===== config.mk =====
export PLATFORM = sky130hd
export DESIGN_NAME = reorder_buffer
export DESIGN_NICKNAME = d
export VERILOG_FILES = /design/src/rtl/reorder_buffer_pkg.sv /design/src/rtl/reorder_buffer.sv
export SDC_FILE = /design/constraint.sdc
export NUM_CORES = 2
export LEC_CHECK = 0
export BUFFER_PORTS_ARGS = -buffer_cell sky130_fd_sc_hd__buf_2
export CAP_MARGIN = 25
export CORE_MARGIN = 5
export CORE_UTILIZATION = 40
export CTS_CLUSTER_DIAMETER = 120
export CTS_CLUSTER_SIZE = 14
export DETAILED_ROUTE_END_ITERATION = 10
export PLACE_DENSITY = 0.55
export SLEW_MARGIN = 20
export SYNTH_ARGS = -nofsm -noshare
export SYNTH_HDL_FRONTEND = slang
export SYNTH_SLANG_ARGS = --single-unit

===== constraint.sdc =====
create_clock -name clk_in -period 7.1 [get_ports clk_in]
set_input_delay 0 -clock clk_in [delete_from_list [all_inputs] [get_ports clk_in]]
set_output_delay 0 -clock clk_in [all_outputs]
set_load 0.005 [all_outputs]

===== src/rtl/reorder_buffer_pkg.sv =====
// Shared ROB sizing and entry field widths, also used by the register file, RS and LSB.
package reorder_buffer_pkg;

    localparam int ROB_WIDTH_DEF = 4;
    localparam int RD_ID_W       = 5;
    localparam int VALUE_W       = 32;
    localparam int TARGET_W      = 32;

    function automatic int rob_depth(input int width);
        return 1 << width;
    endfunction

    localparam int ROB_DEPTH_DEF = rob_depth(ROB_WIDTH_DEF);

endpackage


===== src/rtl/reorder_buffer.sv =====
// In-order commit buffer: allocates at tail on issue, fills from the CDB,
// retires from head, and flushes everything on a mispredicted branch commit.
module reorder_buffer
    import reorder_buffer_pkg::*;
#(
    parameter int ROB_WIDTH = ROB_WIDTH_DEF
) (
    input  logic                 clk_in,
    input  logic                 rst_in,
    input  logic                 rdy_in,
    input  logic                 issue_signal,
    input  logic [RD_ID_W-1:0]   issue_rd_id,
    input  logic                 issue_is_branch,
    output logic [ROB_WIDTH-1:0] issue_tag,
    output logic                 rob_full,
    input  logic                 cdb_signal,
    input  logic [ROB_WIDTH-1:0] cdb_tag,
    input  logic [VALUE_W-1:0]   cdb_value,
    input  logic                 cdb_mispredict,
    input  logic [TARGET_W-1:0]  cdb_target,
    input  logic [ROB_WIDTH-1:0] query_tag_1,
    input  logic [ROB_WIDTH-1:0] query_tag_2,
    output logic                 query_ready_1,
    output logic                 query_ready_2,
    output logic [VALUE_W-1:0]   query_value_1,
    output logic [VALUE_W-1:0]   query_value_2,
    output logic                 rob_commit_signal,
    output logic [VALUE_W-1:0]   commit_rd_value,
    output logic [RD_ID_W-1:0]   commit_rd_id,
    output logic [ROB_WIDTH-1:0] commit_rd_tag,
    output logic                 clear_signal,
    output logic [TARGET_W-1:0]  redirect_pc
);

    localparam int DEPTH = rob_depth(ROB_WIDTH);

    logic [ROB_WIDTH-1:0] head, tail;
    logic [ROB_WIDTH:0]   count;
    logic [DEPTH-1:0]     busy, ready, is_branch, mispredict;
    logic [RD_ID_W-1:0]   rd_id  [DEPTH];
    logic [VALUE_W-1:0]   value  [DEPTH];
    logic [TARGET_W-1:0]  target [DEPTH];

    logic take, do_commit, do_flush, do_issue, do_cdb;

    assign rob_full  = (count == (ROB_WIDTH+1)'(DEPTH));
    assign issue_tag = tail;

    // Nothing is accepted while stalled or during the flush pulse.
    assign take      = rdy_in & ~clear_signal;
    assign do_commit = take & busy[head] & ready[head];
    assign do_flush  = do_commit & is_branch[head] & mispredict[head];
    assign do_issue  = take & issue_signal & ~rob_full & ~do_flush;
    assign do_cdb    = take & cdb_signal & busy[cdb_tag];

    always_ff @(posedge clk_in or posedge rst_in) begin
        if (rst_in) begin
            head              <= '0;
            tail              <= '0;
            count             <= '0;
            busy              <= '0;
            ready             <= '0;
            rob_commit_signal <= 1'b0;
            commit_rd_value   <= '0;
            commit_rd_id      <= '0;
            commit_rd_tag     <= '0;
            clear_signal      <= 1'b0;
            redirect_pc       <= '0;
        end else if (rdy_in) begin
            rob_commit_signal <= 1'b0;
            clear_signal      <= 1'b0;
            if (do_cdb)
                ready[cdb_tag] <= 1'b1;
            if (do_commit) begin
                busy[head]        <= 1'b0;
                rob_commit_signal <= (rd_id[head] != '0);
                commit_rd_id      <= rd_id[head];
                commit_rd_tag     <= head;
                commit_rd_value   <= value[head];
            end
            if (do_issue) begin
                busy[tail]  <= 1'b1;
                ready[tail] <= 1'b0;
            end
            if (do_flush) begin
                busy         <= '0;
                head         <= '0;
                tail         <= '0;
                count        <= '0;
                clear_signal <= 1'b1;
                redirect_pc  <= target[head];
            end else begin
                head  <= head + ROB_WIDTH'(do_commit);
                tail  <= tail + ROB_WIDTH'(do_issue);
                count <= count + (ROB_WIDTH+1)'(do_issue) - (ROB_WIDTH+1)'(do_commit);
            end
        end
    end

    // Payload fields need no reset; busy/ready qualify them.
    always_ff @(posedge clk_in) begin
        if (do_cdb) begin
            value[cdb_tag]      <= cdb_value;
            mispredict[cdb_tag] <= cdb_mispredict;
            target[cdb_tag]     <= cdb_target;
        end
        if (do_issue) begin
            rd_id[tail]     <= issue_rd_id;
            is_branch[tail] <= issue_is_branch;
        end
    end

    always_comb begin
        query_ready_1 = busy[query_tag_1] & ready[query_tag_1];
        query_value_1 = value[query_tag_1];
        query_ready_2 = busy[query_tag_2] & ready[query_tag_2];
        query_value_2 = value[query_tag_2];
        if (cdb_signal && cdb_tag == query_tag_1) begin
            query_ready_1 = 1'b1;
            query_value_1 = cdb_value;
        end
        if (cdb_signal && cdb_tag == query_tag_2) begin
            query_ready_2 = 1'b1;
            query_value_2 = cdb_value;
        end
    end

endmodule


==> flow_summary.yaml <==
place:
  gp_routability_congestion: 0.818
  port_buffers: 233
  hpwl_mm: 88.2
  preCtsSetupSlack_ns: 1.75
floorplan:
  placement_rows: 138
  core_um2: 141000
  die_x_um: 387
  die_area_um2: 150000
  fp.dieH_um: 387
  ios: 234
  start_util_pct: 40.2
yosys:
  synth-seq-cells: 1256
  synth.most_common_cell: "edfxtp_1"
  yosysSeqAreaShare_pct: 65.3
  synth_top_area_cell: "edfxtp_1"
  synth.top_cell.area_share_pct: 60.0
  synthCells: 2590
  synthFlopType: "edfxtp_1"
  synth_enable_flop_cells: 1136
  synth.cell_area_um2: 56900
  async_reset_ff_share_pct: 9.55
  syn-num-nets: 2689
  netlist_top_cells_area: "edfxtp_1 (60%), mux4_2 (27%), dfrtp_1 (5.3%), mux2_2 (2.2%), mux2_4 (0.69%)"
  synth.top_cells.by_count: "edfxtp_1 (1136), mux4_2 (677), dfrtp_1 (120)"
  synth.distinct_cells: 62
  avgSynthCellArea_um2: 22.0
  yosys_warnings: 0
sta:
  tightest_slew_ns: 1.08
  hold_violations: 0
  fin_crit_sh_pct: 74.8
  clock.fmax_mhz: 188
  rsz0062_at_grt: "false"
  slew_headroom_pct: 28.0
  post-route-min-period_ns: 5.31
  finalClockSkew_ns: 0.0438
  timing.final.ws_setup_ns: 1.79
  slew_viol_final: 0
  finalSetupViolCount: 0
  tns_ns: 0
critical_path:
  path_class: "flop to flop"
  critPathMaxFanout: 48
  crit_required_ns: 7.64
  endpoint_kind: "flop"
  path_cells: "buf_4, o211ai_1, o221ai_1, a2111oi_4, buf_4, a21boi_2, buf_4, inv_2, ha_1, inv_1, ha_1, inv_1, fa_1, inv_1, a21oi_1, o21bai_1, xnor2_1, mux2i_1, nor3_1"
  arrival_ns: 5.85
  worst_setup_path_start_kind: "flop"
  cpMaxStageDelayCell: "dfrtp_4"
  slowest_delay_ns: 0.99
route:
  final_antenna_net_count: 0
  wl_per_cell_um: 33.0
  drtPass1Iterations: 5
  drc_errors: 0
  via_per_inst: 6.10
  routed_wl_mm: 160
  vias: 29628
  drt-initial-drc-count: 2953
cts:
  cts-root-buf: "clkbuf_16"
  htree_levels: 3
  cts_buffer_depth: 3
  numClockSinks: 1256
  cts_setup_buffers: 0
  path_clk_slew_ns: 0.07
  insertion_delay_ns: 0.73
  cts_tree: "yes"
  numCtsBuffers: 99
global_routing:
  grt_use_total_pct: 21.3
  grt_max_degree: 79
  grt_pass1_vias: 31696
  antenna_found_initial: 14
  grtUsageMet2_pct: 34.9
  use_met1_pct: 29.5
  gr-total-overflow: 0
  busiest_layer: "met2"
  grtUsageMet3_pct: 4.46
  grt_first_pass_wirelength_mm: 232
hold_path:
  min_path_type: "input port to flop"
flow_run:
  max_cap_viol_count: 0
power_and_ir_drop:
  irDropWorstVdd_uv: 176
  power_density_nw_per_um2: 306
  p_leak_nw: 20.2
  power.total_w: 0.0196
cells_and_area:
  areaGrowthSynthToFinish_pct: 12.6
  fin_util_pct: 45.3
  finalNetCount: 2980
  layout-drive-gt1-share_pct: 42.6
run_status:
  status: "finished clean"
==> where the power goes <==
| part | internal (W) | switching [W] |
|---|---|---|
| logic | 0.00281 | 0.00264 |
| registers | 0.00839 | 0.000460 |
| clock network | 0.00266 | 0.00260 |
| total | 0.0139 | 0.00570 |
==> layout by cell type (no fill, tap or decap), types with 13 or more instances in the layout <==
master,Yosys,layout
mux2_4,26,26
dfrtp_1,120,117
clkbuf_16,0,100
inv_1,17,16
nand2_1,60,60
clkbuf_1,88,77
nor3_1,28,19
dlygate4sd3_1,0,76
a2bb2oi_1,15,15
mux2_2,110,110
edfxtp_1,1136,1136
o21ai_0,19,19
buf_4,8,59
a22o_1,13,13
mux4_2,677,677
nor2_1,48,36
buf_2,39,229
==> kinds of logic after synthesis <==
family                     after synthesis  synth area share (%)
buffers and inverters                  211                  1.66
DFF                                   1256                  65.3
AOI/OAI and AO/OA                      102                  1.37
and+or+nand+nor                        176                  1.41
adders and majority gates               11                 0.255
muxes                                  819                  29.8
xor gates and xnor gates                15                 0.231
==> layer usage <==
metal / vias up / part of all wire, %
li1: 11896 / -
met1: 16189 / 41
met2: 1284 / 49
met3: 249 / 7.7
met4: 10 / 2.6
met5: - / 0.038
==> path summary, 6_finish.rpt <==
kind                       cells after the start  slack [ns]                  end                start
min                                            5        0.12            ready[10]         issue_signal
max                                           19        1.79             count[4]              head[0]
max in group asynchronous                      5        5.30   commit_rd_value[5]               rst_in
max reg2reg                                   19        1.79             count[4]              head[0]
min in group asynchronous                      4        0.51             ready[2]               rst_in
min reg2reg                                    1        0.51  commit_rd_value[22]  commit_rd_value[22]
==> registers in the layout, indices dropped and copies added (netlist names) <==
signal and count:
count 5, commit_rd_value 32, head 4, is_branch 16
redirect_pc 32, ready 16, target 512, rob_commit_signal 1
commit_rd_tag 4, issue_tag 4, rd_id 80, clear_signal 1
commit_rd_id 5, busy 16, value 512, mispredict 16
==> cell type report <==
cell class | instances | area (µm²)
Fill cell | 11839 | 77400
Sequential cell | 1256 | 37100
Multi-Input combinational cell | 1123 | 18900
Clock buffer | 177 | 2790
Timing Repair Buffer | 380 | 2620
Tap cell | 1890 | 2360
Inverter | 21 | 88.8
Clock inverter | 6 | 67.6
Antenna cell | 4 | 10.0
==> worst max-delay path, delay by kind of cell (launching register included) <==
kind / cells / cell delay [ns]
adders and majority gates: 3 / 0.94
buffers and inverters: 7 / 1.74
muxes: 1 / 0.21
xor gates and xnor gates: 1 / 0.15
DFF: 1 / 0.99
and+or+nand+nor: 1 / 0.07
AOI/OAI and AO/OA: 6 / 0.98
==> per-stage QoR <==
stage,std cells,cell area (µm²),hold WS [ns]
after global routing,4853,64000,0.103
after detailed placement,4588,60300,0.116
after floorplan,2590,56900,0.0989
after global placement,4587,60300,0.104
after CTS,4847,63900,0.0606
final,4857,64000,0.120
==> timing repair <==
item | CTS | global route
hold endpoints to repair | 1232 | 0
hold buffers | 76 | 0
gates resized for setup | 0 | 0
(Power assumes the default switching activity.)
